### config.mk
export PLATFORM = sky130hd
export DESIGN_NAME = det_share_ctrl_flat
export DESIGN_NICKNAME = d
export VERILOG_FILES = /design/src/rtl/det_pkg.sv /design/src/rtl/det_share_ctrl_if.sv /design/src/rtl/rr_arbiter.sv /design/src/rtl/det_share_ctrl.sv /design/src/flat_wrapper.sv
export SDC_FILE = /design/constraint.sdc
export NUM_CORES = 1
export LEC_CHECK = 0
export BUFFER_PORTS_ARGS = -buffer_cell sky130_fd_sc_hd__buf_2
export CORE_UTILIZATION = 35
export CTS_CLUSTER_SIZE = 40
export DETAILED_ROUTE_END_ITERATION = 7
export PLACE_DENSITY = 0.58
export SLEW_MARGIN = 20
export SYNTH_ARGS = -nofsm -noshare
export SYNTH_HDL_FRONTEND = slang
export SYNTH_SLANG_ARGS = --single-unit
### constraint.sdc
create_clock -name clk -period 10 [get_ports clk]
set_clock_uncertainty 0.15 [all_clocks]
set_input_delay 2 -clock clk [delete_from_list [all_inputs] [get_ports clk]]
set_output_delay 2 -clock clk [all_outputs]
set_load 0.05 [all_outputs]
### src/rtl/det_pkg.sv
// Shared definitions for the shared-channel sequence detector.
//   PAT_LEN     : length of the detected serial pattern
//   DEF_PATTERN : default pattern, MSB is the first bit on the wire
//   state_e     : controller FSM encoding
//   id_width    : width of a requester index for n requesters (min 1)
package det_pkg;
    localparam int PAT_LEN = 7;
    localparam logic [PAT_LEN-1:0] DEF_PATTERN = 7'b1010011;

    typedef enum logic [1:0] {
        ST_IDLE   = 2'd0,
        ST_CLEAR  = 2'd1,
        ST_RUN    = 2'd2,
        ST_REPORT = 2'd3
    } state_e;

    function automatic int id_width(input int n);
        return (n > 1) ? $clog2(n) : 1;
    endfunction
endpackage

### src/rtl/det_share_ctrl_if.sv
// Requester-side bundle of det_share_ctrl.
//   req/data_in/data_valid : per-requester request, serial bit and qualifier
//   gnt                    : one-hot grant
//   busy/done/abort        : controller status and completion pulses
//   done_id/match_cnt      : result of the last finished or aborted frame
// master = requester side, slave = controller side.
interface det_share_ctrl_if
    import det_pkg::*;
#(
    parameter int NUM_REQ = 4,
    parameter int CNT_W   = 5
);
    localparam int ID_W = id_width(NUM_REQ);

    logic [NUM_REQ-1:0] req;
    logic [NUM_REQ-1:0] data_in;
    logic [NUM_REQ-1:0] data_valid;
    logic [NUM_REQ-1:0] gnt;
    logic               busy;
    logic               done;
    logic               abort;
    logic [ID_W-1:0]    done_id;
    logic [CNT_W-1:0]   match_cnt;

    modport master (
        output req, data_in, data_valid,
        input  gnt, busy, done, abort, done_id, match_cnt
    );

    modport slave (
        input  req, data_in, data_valid,
        output gnt, busy, done, abort, done_id, match_cnt
    );
endinterface

### src/rtl/rr_arbiter.sv
// Combinational round-robin arbiter.
//   req : request vector
//   ptr : index with highest priority this round
//   en  : arbitration enable; gnt is zero when low
//   gnt : one-hot grant (zero when no request or not enabled)
module rr_arbiter #(
    parameter int NUM_REQ = 4,
    parameter int ID_W    = 2
) (
    input  logic [NUM_REQ-1:0] req,
    input  logic [ID_W-1:0]    ptr,
    input  logic               en,
    output logic [NUM_REQ-1:0] gnt
);
    logic            found;
    logic [ID_W-1:0] idx;

    // Scan from ptr upward with wrap; first active request wins.
    always_comb begin
        gnt   = '0;
        found = 1'b0;
        idx   = '0;
        for (int k = 0; k < NUM_REQ; k++) begin
            idx = ID_W'((int'(ptr) + k) % NUM_REQ);
            if (en && !found && req[idx]) begin
                gnt[idx] = 1'b1;
                found    = 1'b1;
            end
        end
    end
endmodule

### src/rtl/det_share_ctrl.sv
// Shared serial pattern detector: arbitrates one of NUM_REQ requesters,
// counts (overlapping) occurrences of PATTERN in FRAME_LEN valid bits of
// that requester's stream, and reports the count with done, or with abort
// if the requester drops req mid-frame.
//   clk, rst_n : clock, synchronous active-low reset
//   bus        : det_share_ctrl_if slave port (req/data in, gnt/status out)
// Bits presented while in CLEAR (first gnt cycle) are ignored; the first
// accepted bit is in the cycle after gnt first rises.
module det_share_ctrl
    import det_pkg::*;
#(
    parameter int                  NUM_REQ   = 4,
    parameter logic [PAT_LEN-1:0]  PATTERN   = DEF_PATTERN,
    parameter int                  FRAME_LEN = 16,
    parameter int                  CNT_W     = 5
) (
    input  logic            clk,
    input  logic            rst_n,
    det_share_ctrl_if.slave bus
);
    localparam int ID_W   = id_width(NUM_REQ);
    localparam int BC_W   = $clog2(FRAME_LEN + 1);
    localparam int FILL_W = $clog2(PAT_LEN + 1);

    state_e               state_q, state_d;
    logic [NUM_REQ-1:0]   gnt_q, arb_gnt;
    logic [ID_W-1:0]      gidx_q, arb_idx, rr_ptr_q;
    logic                 arb_any;

    logic [PAT_LEN-1:0]   shift_q, shift_nxt;
    logic [FILL_W-1:0]    fill_q, fill_nxt;
    logic [BC_W-1:0]      bit_cnt_q;
    logic [CNT_W-1:0]     mcnt_q, mcnt_nxt;

    logic                 abort_q;
    logic [ID_W-1:0]      done_id_q;
    logic [CNT_W-1:0]     mcnt_out_q;

    logic                 in_frame, cur_req, cur_bit, cur_vld;
    logic                 req_drop, bit_acc, match, last_bit;

    rr_arbiter #(.NUM_REQ(NUM_REQ), .ID_W(ID_W)) u_arb (
        .req (bus.req),
        .ptr (rr_ptr_q),
        .en  (state_q == ST_IDLE),
        .gnt (arb_gnt)
    );

    always_comb begin
        arb_idx = '0;
        for (int i = 0; i < NUM_REQ; i++)
            if (arb_gnt[i]) arb_idx = ID_W'(i);
    end
    assign arb_any = |arb_gnt;

    // Only the granted lane is looked at.
    assign in_frame = (state_q == ST_CLEAR) || (state_q == ST_RUN);
    assign cur_req  = bus.req[gidx_q];
    assign cur_bit  = bus.data_in[gidx_q];
    assign cur_vld  = bus.data_valid[gidx_q];

    // Abort wins over a coincident valid bit.
    assign req_drop = in_frame && !cur_req;
    assign bit_acc  = (state_q == ST_RUN) && cur_req && cur_vld;

    assign shift_nxt = {shift_q[PAT_LEN-2:0], cur_bit};
    assign fill_nxt  = (fill_q == FILL_W'(PAT_LEN)) ? fill_q : fill_q + 1'b1;
    // Compare includes the incoming bit; fill guards against matching on
    // the zeros left by CLEAR.
    assign match     = bit_acc && (shift_nxt == PATTERN) && (fill_nxt == FILL_W'(PAT_LEN));
    assign mcnt_nxt  = (match && (mcnt_q != {CNT_W{1'b1}})) ? mcnt_q + 1'b1 : mcnt_q;
    assign last_bit  = bit_acc && (bit_cnt_q == BC_W'(FRAME_LEN - 1));

    // FSM: state register
    always_ff @(posedge clk) begin
        if (!rst_n) state_q <= ST_IDLE;
        else        state_q <= state_d;
    end

    // FSM: next state
    always_comb begin
        state_d = state_q;
        case (state_q)
            ST_IDLE:   if (arb_any) state_d = ST_CLEAR;
            ST_CLEAR:  state_d = req_drop ? ST_IDLE : ST_RUN;
            ST_RUN: begin
                if (req_drop)      state_d = ST_IDLE;
                else if (last_bit) state_d = ST_REPORT;
            end
            ST_REPORT: state_d = ST_IDLE;
            default:   state_d = ST_IDLE;
        endcase
    end

    // FSM: outputs
    always_comb begin
        bus.busy = in_frame;
        bus.done = (state_q == ST_REPORT);
        bus.gnt  = in_frame ? gnt_q : '0;
    end

    assign bus.abort     = abort_q;
    assign bus.done_id   = done_id_q;
    assign bus.match_cnt = mcnt_out_q;

    // Datapath and result registers
    always_ff @(posedge clk) begin
        if (!rst_n) begin
            gnt_q      <= '0;
            gidx_q     <= '0;
            rr_ptr_q   <= '0;
            shift_q    <= '0;
            fill_q     <= '0;
            bit_cnt_q  <= '0;
            mcnt_q     <= '0;
            abort_q    <= 1'b0;
            done_id_q  <= '0;
            mcnt_out_q <= '0;
        end else begin
            abort_q <= req_drop;

            if (state_q == ST_IDLE && arb_any) begin
                gnt_q    <= arb_gnt;
                gidx_q   <= arb_idx;
                rr_ptr_q <= (arb_idx == ID_W'(NUM_REQ - 1)) ? '0 : arb_idx + 1'b1;
            end

            if (state_q == ST_CLEAR) begin
                shift_q   <= '0;
                fill_q    <= '0;
                bit_cnt_q <= '0;
                mcnt_q    <= '0;
            end else if (bit_acc) begin
                shift_q   <= shift_nxt;
                fill_q    <= fill_nxt;
                bit_cnt_q <= bit_cnt_q + 1'b1;
                mcnt_q    <= mcnt_nxt;
            end

            // mcnt_q still holds the previous frame while in CLEAR.
            if (req_drop) begin
                done_id_q  <= gidx_q;
                mcnt_out_q <= (state_q == ST_CLEAR) ? '0 : mcnt_q;
            end else if (last_bit) begin
                done_id_q  <= gidx_q;
                mcnt_out_q <= mcnt_nxt;
            end
        end
    end
endmodule
### src/flat_wrapper.sv
// flat-port wrapper written by rule: the top's interface ports become plain ports
module det_share_ctrl_flat import det_pkg::*;
#(
    parameter int                  NUM_REQ   = 4,
    parameter logic [PAT_LEN-1:0]  PATTERN   = DEF_PATTERN,
    parameter int                  FRAME_LEN = 16,
    parameter int                  CNT_W     = 5
)
  (clk, rst_n, bus_req, bus_data_in, bus_data_valid, bus_gnt, bus_busy, bus_done, bus_abort, bus_done_id, bus_match_cnt);
  det_share_ctrl_if #(.NUM_REQ(NUM_REQ), .CNT_W(CNT_W)) bus_i ();
  input  logic clk;
  input  logic rst_n;
  input wire logic [$bits(bus_i.req)-1:0] bus_req;
  input wire logic [$bits(bus_i.data_in)-1:0] bus_data_in;
  input wire logic [$bits(bus_i.data_valid)-1:0] bus_data_valid;
  output wire logic [$bits(bus_i.gnt)-1:0] bus_gnt;
  output wire logic [$bits(bus_i.busy)-1:0] bus_busy;
  output wire logic [$bits(bus_i.done)-1:0] bus_done;
  output wire logic [$bits(bus_i.abort)-1:0] bus_abort;
  output wire logic [$bits(bus_i.done_id)-1:0] bus_done_id;
  output wire logic [$bits(bus_i.match_cnt)-1:0] bus_match_cnt;
  assign bus_i.req = bus_req;
  assign bus_i.data_in = bus_data_in;
  assign bus_i.data_valid = bus_data_valid;
  assign bus_gnt = bus_i.gnt;
  assign bus_busy = bus_i.busy;
  assign bus_done = bus_i.done;
  assign bus_abort = bus_i.abort;
  assign bus_done_id = bus_i.done_id;
  assign bus_match_cnt = bus_i.match_cnt;
  det_share_ctrl #(.NUM_REQ(NUM_REQ), .PATTERN(PATTERN), .FRAME_LEN(FRAME_LEN), .CNT_W(CNT_W)) u_core (.clk(clk), .rst_n(rst_n), .bus(bus_i));
endmodule
# Word-level counts from Yosys, hierarchy flattened

Index checks and enable logic that the tools add are counted.

$add $sub $neg: 7
Order comparisons: 9
Equal/unequal tests: 11
Multiplexer cells: 46
Bitwise operators: 4
Reductions and logical operators: 29

Operator list:

| kind                  | count |
|---|---|
| $mux W4               | 5 |
| $mux W5               | 4 |
| $logic_and A1 B1 Y1   | 19 |
| $mux W2               | 9 |
| $lt A2 B3 Y1 const B  | 5 |
| $mux W1               | 15 |
| $bmux W1 S2           | 7 |
| $or A4 B4 Y4          | 3 |
| $add A5 B1 Y5 const B | 2 |
| $demux W1 S2          | 4 |
| $ge A2 B1 Y1 const B  | 4 |
| $pmux W2 S4           | 1 |
| $eq A7 B7 Y1 const B  | 1 |
| $eq A2 B2 Y1 const B  | 3 |
| $eq A3 B3 Y1 const B  | 2 |
| $eq A5 B4 Y1 const B  | 1 |
| $ne A5 B5 Y1 const B  | 1 |
| $add A2 B1 Y2 const B | 2 |
| $add A2 B2 Y2 const B | 2 |
| $logic_not A1 Y1      | 4 |
| $reduce_or A4 Y1      | 1 |
| $add A3 B1 Y3 const B | 1 |
| $mux W3               | 1 |
| $ne A3 B1 Y1 const B  | 1 |
| 8 further kinds       | 8 |

Register bits: 37
Input port bits: 14
Output and inout bits: 14
Logic and storage cells: 117

# Longest topological paths before layout

Depth after elaboration: 21
Gate-level depth with buffers: 12
Gate-level depth less buffers: 10

# Modules after synthesis

Synthesis repeated with hierarchy kept, for this count alone.

Cell total of the unflattened synthesis: 246
Area, all modules: 2240.9 µm²

Modules (own cells, without submodules):

| module         | instances | cells an instance | area an instance (µm²) | seq. area each (µm²) |
|---|---|---|---|---|
| det_share_ctrl | 1         | 203               | 1855.5                 | 740.7 |
| rr_arbiter     | 1         | 43                | 385.4                  | 0.0 |

# Worst setup path before layout

OpenSTA, ideal clock, no wires.

Kind: in2reg
Start: input port bus_req[3]
End: register u_core.rr_ptr_q[0]
Library setup time: 75 ps
Arrival: 4056 ps
Required time: 9775 ps
Path slack: 5719 ps
Stages: 7
Buffers on the path: 0
Path through: mux4_2 > or3_4 > o21ai_0 > o21ai_0 > ha_1 > or3_1 > o22ai_1

Cells in the longest elaborated chain, start to end: 21
Elaborated cells on any way between the ends: 36
Those cells by class: 1 x add/sub; 1 x eq/ne; 19 x mux; 3 x bitwise; 12 x reduce/logical

Ends and longest elaborated chain:

| item                                                 | RTL line              | RTL |
|---|---|---|
| start: declaration                                   | flat_wrapper.sv:13    | `input wire logic [$bits(bus_i.req)-1:0] bus_req;` |
| $bmux W1 S2                                          | rr_arbiter.sv:25      | `if (en && !found && req[idx]) begin` |
| $mux W1 (implied by the code)                        | rr_arbiter.sv:25      |  |
| $logic_and A1 B1 Y1                                  | rr_arbiter.sv:25      |  |
| $mux W1                                              | rr_arbiter.sv:25      |  |
| $logic_not A1 Y1                                     | rr_arbiter.sv:25      |  |
| $logic_and A1 B1 Y1 (2 in series)                    | rr_arbiter.sv:25      |  |
| $mux W1                                              | rr_arbiter.sv:25      |  |
| $logic_not A1 Y1                                     | rr_arbiter.sv:25      |  |
| (+4 left out)                                        | --                    |  |
| $logic_and A1 B1 Y1 (2 in series)                    | rr_arbiter.sv:25      |  |
| $mux W4 (*)                                          | rr_arbiter.sv:25      |  |
| $mux W1                                              | det_share_ctrl.sv:52  | `if (arb_gnt[i]) arb_idx = ID_W'(i);` |
| $mux W2                                              | det_share_ctrl.sv:52  |  |
| $mux W2 (*)                                          | det_share_ctrl.sv:52  |  |
| named net u_core.arb_idx[0]                          | det_share_ctrl.sv:27  | `logic [ID_W-1:0] gidx_q, arb_idx, rr_ptr_q;` |
| $add A2 B1 Y2 / $eq A2 B2 Y1 (equally long branches) | det_share_ctrl.sv:125 | `rr_ptr_q <= (arb_idx == ID_W'(NUM_REQ - 1)) ? '0 : arb_idx + 1'b1;` |
| $mux W2 (*)                                          | det_share_ctrl.sv:125 |  |
| end signal: assignment                               | det_share_ctrl.sv:125 |  |
| end: declaration                                     | det_share_ctrl.sv:27  |  |

The timed path passes the listed nets; every way through them passes the cells marked *. The select of a mux whose other input is x is not followed.
A chain may end at the register's enable or synchronous reset.

# Final worst setup path

Same ends and word-level chain as after synthesis.

==> impl_metrics.py <==
metrics = {
    "run_status": {
        "status": "complete, no violations",
    },
    "floorplan": {
        "dieArea_sq_mm": 0.007085,
        "die_w_um": 84.18,
        "ios": 28,
        "core.rowCount": 29,
        "fp.dieH_um": 84.18,
        "core_area_sq_mm": 0.006422,
        "start_util": 0.3680,
    },
    "grt": {
        "grt.overflow.total": 0,
        "grt_pass1_wl_um": 8866,
        "grt_pass1_vias": 1918,
        "antenna_found_initial": 0,
        "grt_max_degree": 24,
        "grt_usage": 0.1544,
    },
    "setup_path": {
        "endpoint_kind": "flip-flop",
        "crit_top_cell": "o21ai_0",
        "crit_path_start": "bus_req[3]",
        "cp.arrival_ns": 4.43,
        "ff2ff_path_depth": 9,
        "worstPathRequired_ns": 10.06,
        "slowest_stage": "mux4_2",
        "r2r_end": "u_core.rr_ptr_q[0]$_SDFFE_PN0P_",
        "crit_chain": "buf_2 -> mux4_2 -> or3_4 -> o21ai_0 -> o21ai_0 -> ha_1 -> or3_1 -> o22ai_1",
        "setup.worst_path.start_class": "primary input",
        "cpPeakStageDelay_ns": 0.56,
        "crit_type": "in2reg",
        "cp_max_fo": 8,
        "cp_num_buf_inv": 1,
        "r2r_setup_slack_ns": 6.20,
        "critPathTopFamily": "simple AND/OR/NAND/NOR gates",
        "r2r-start": "u_core.rr_ptr_q[0]$_SDFFE_PN0P_",
    },
    "yosys": {
        "synth.area.top_cells": "dfxtp_1 31%, ha_1 9.0%, nand2_1 6.8%",
        "synth-simple-area-share": 0.2557,
        "synth_top_cell_area_share": 0.3134,
        "synth_seq_cells": 37,
        "synth_top_family_by_area": "simple AND/OR/NAND/NOR gates",
        "ys.flop_type": "dfxtp_1",
        "avgSynthCellArea_sq_um": 8.721,
        "synth_fa_ha_area_frac": 0.08999,
        "synth_xor_area_frac": 0.02965,
        "synth_edf_count": 0,
        "syn-cell-area_sq_mm": 0.002364,
        "synthCells": 271,
        "ys_seq_area_frac": 0.3134,
        "syn-num-nets": 302,
        "synth_top_area_cell": "dfxtp_1",
        "muxShareOfSynthArea": 0.1075,
        "ys_warn_count": 0,
        "synth-compound-area-share": 0.1678,
        "async_flop_share": 0,
        "yosysUniqueCellTypes": 58,
    },
    "cells_and_area": {
        "fillCellCount": 630,
        "syn_to_final_growth_pct": 12.49,
        "stdcell_area_sq_mm": 0.002659,
        "layout.nets": 325,
        "final_common_cell": "nand2_1",
        "drive_gt1_frac": 0.1729,
        "seqCellArea_sq_um": 740.7,
        "layout_common_cells": "43 x nand2_1, 37 x dfxtp_1, 27 x buf_2, 19 x a21oi_1",
        "multiInputGateArea_sq_mm": 0.001538,
        "diodes": 0,
    },
    "timing": {
        "layout_min_cycle_time_ns": 4.368,
        "clock.fmax_mhz": 228.9,
        "tns_ns": 0,
        "period_share": 0.4368,
        "setup_viol": 0,
        "slew_violations": 0,
        "slew-limit-headroom": 0.5272,
        "rsz0062_at_grt": "no",
        "worst_pin_slew_ns": 0.7093,
        "hold_violations": 0,
        "setup_slack_ns": 5.632,
    },
    "power_and_ir_drop": {
        "power.density_mw_per_mm2": 247.8,
        "power_leakage_nw": 1.065,
        "peakVddDrop_mv": 0.1240,
        "p_total_uw": 658.8,
    },
    "routing": {
        "drtPass1Iterations": 4,
        "antenna_left": 0,
        "routed_via_density": 5.406,
        "drc": 0,
        "vias": 2011,
        "wl_per_cell_um": 13.78,
        "routed_wl_um": 5125,
        "drtIter0Drc": 104,
    },
    "cts": {
        "cts_setup_buffers": 0,
        "root_buffer": "clkbuf_8",
        "clockBufferDepth": 2,
        "cts_tree": "done",
        "post_cts_resized": 0,
        "cts_hold_buffers": 0,
        "path_clk_slew_ns": 0.08,
        "cts_max_level": 2,
        "cts.sinks": 37,
        "numCtsBuffers": 5,
        "clk_latency_ns": 0.29,
    },
    "min_path": {
        "holdCritStartpoint": "u_core.shift_q[5]$_SDFFE_PP0P_",
        "hold_end": "u_core.shift_q[5]$_SDFFE_PP0P_",
        "hold_class": "reg2reg",
        "whs_path_depth": 2,
    },
    "place": {
        "hpwl_um": 3783,
        "pre_cts_slack_ns": 5.335,
        "gp_congestion": 0.8561,
        "placed_area_sq_mm": 0.002544,
        "io_buffer_count": 27,
    },
    "run": {
        "cap_violations": 0,
    },
}
## cell usage after synthesis (all sizes together) (6+ instances only)
cell type / count
nand2: 44
dfxtp: 37
a21oi: 19
ha: 17
nor2: 17
nand3: 11
o21ai: 11
inv: 9
clkbuf: 7
mux4: 7
a21boi: 6
and2: 6
and3: 6
## flip-flops by register name, summed over array words and instances (netlist names), 3 cells and up
signal	flops
u_core.shift_q	6
u_core.fill_q	3
u_core.bit_cnt_q	5
u_core.gnt_q	4
u_core.bus.match_cnt	5
u_core.mcnt_q	5
## report_power, final
group | leakage, nW | internal [mW] | switching (mW)
logic | 0.710 | 0.126 | 0.207
clock network | 0.0543 | 0.0746 | 0.0566
registers | 0.301 | 0.171 | 0.0237
## layer usage
metal  up-vias  global-route usage  part of all wire  wire length (um)
met4         0             0.04232             0.010                51
li1       1019                   -                 -                 -
met3         6             0.03245             0.038               193
met1       946              0.1993              0.48              2478
met5         -                   0                 0                 0
met2        40              0.2615              0.47              2402
## worst max path at each step
stage / cells after the start / slack [ns] / to
3_3_place_gp: 8 / 5.41 / u_core.rr_ptr_q[0]$_SDFFE_PN0P_
4_1_cts: 8 / 5.61 / u_core.rr_ptr_q[0]$_SDFFE_PN0P_
6_report: 8 / 5.63 / u_core.rr_ptr_q[0]$_SDFFE_PN0P_
2_1_floorplan: 7 / 5.72 / u_core.rr_ptr_q[0]$_SDFFE_PN0P_
3_5_place_dp: 8 / 5.34 / u_core.rr_ptr_q[0]$_SDFFE_PN0P_
5_1_grt: 8 / 5.43 / u_core.rr_ptr_q[0]$_SDFFE_PN0P_
## stage by stage
step,util,cells,hold slack (ns)
floorplan,-,271,0.2806
finish,0.4140,372,0.3105
global placement,0.3961,364,0.2916
global route,0.4140,372,0.3287
detailed placement,0.3961,364,0.2965
CTS,0.4140,372,0.3114
## area by class of cell
type / count / share of cell area
timing repair buffer: 27 / 0.05082
sequential: 37 / 0.2786
clock buffer: 5 / 0.02588
multi-input combinational: 214 / 0.5784
tap: 77 / 0.03624
inverter: 9 / 0.01271
clock inverter: 3 / 0.01741
## worst register-to-register path, cell delays in order (launching register included)
cell and delay, ns:
dfxtp_1 0.61, inv_1 0.18, ha_1 0.47, mux4_2 0.62
or3_4 0.39, o21ai_0 0.46, o21ai_0 0.18, ha_1 0.20
or3_1 0.36, o22ai_1 0.12
## cells by family after synthesis
family	after synthesis
XOR/XNOR	8
flip-flops	37
AND/OR/NAND/NOR	112
AO/OA/AOI/OAI	62
buffers and inverters	20
multiplexers	15
adder cells (fa/ha/maj)	17
Power figures use the tool's default switching activity.
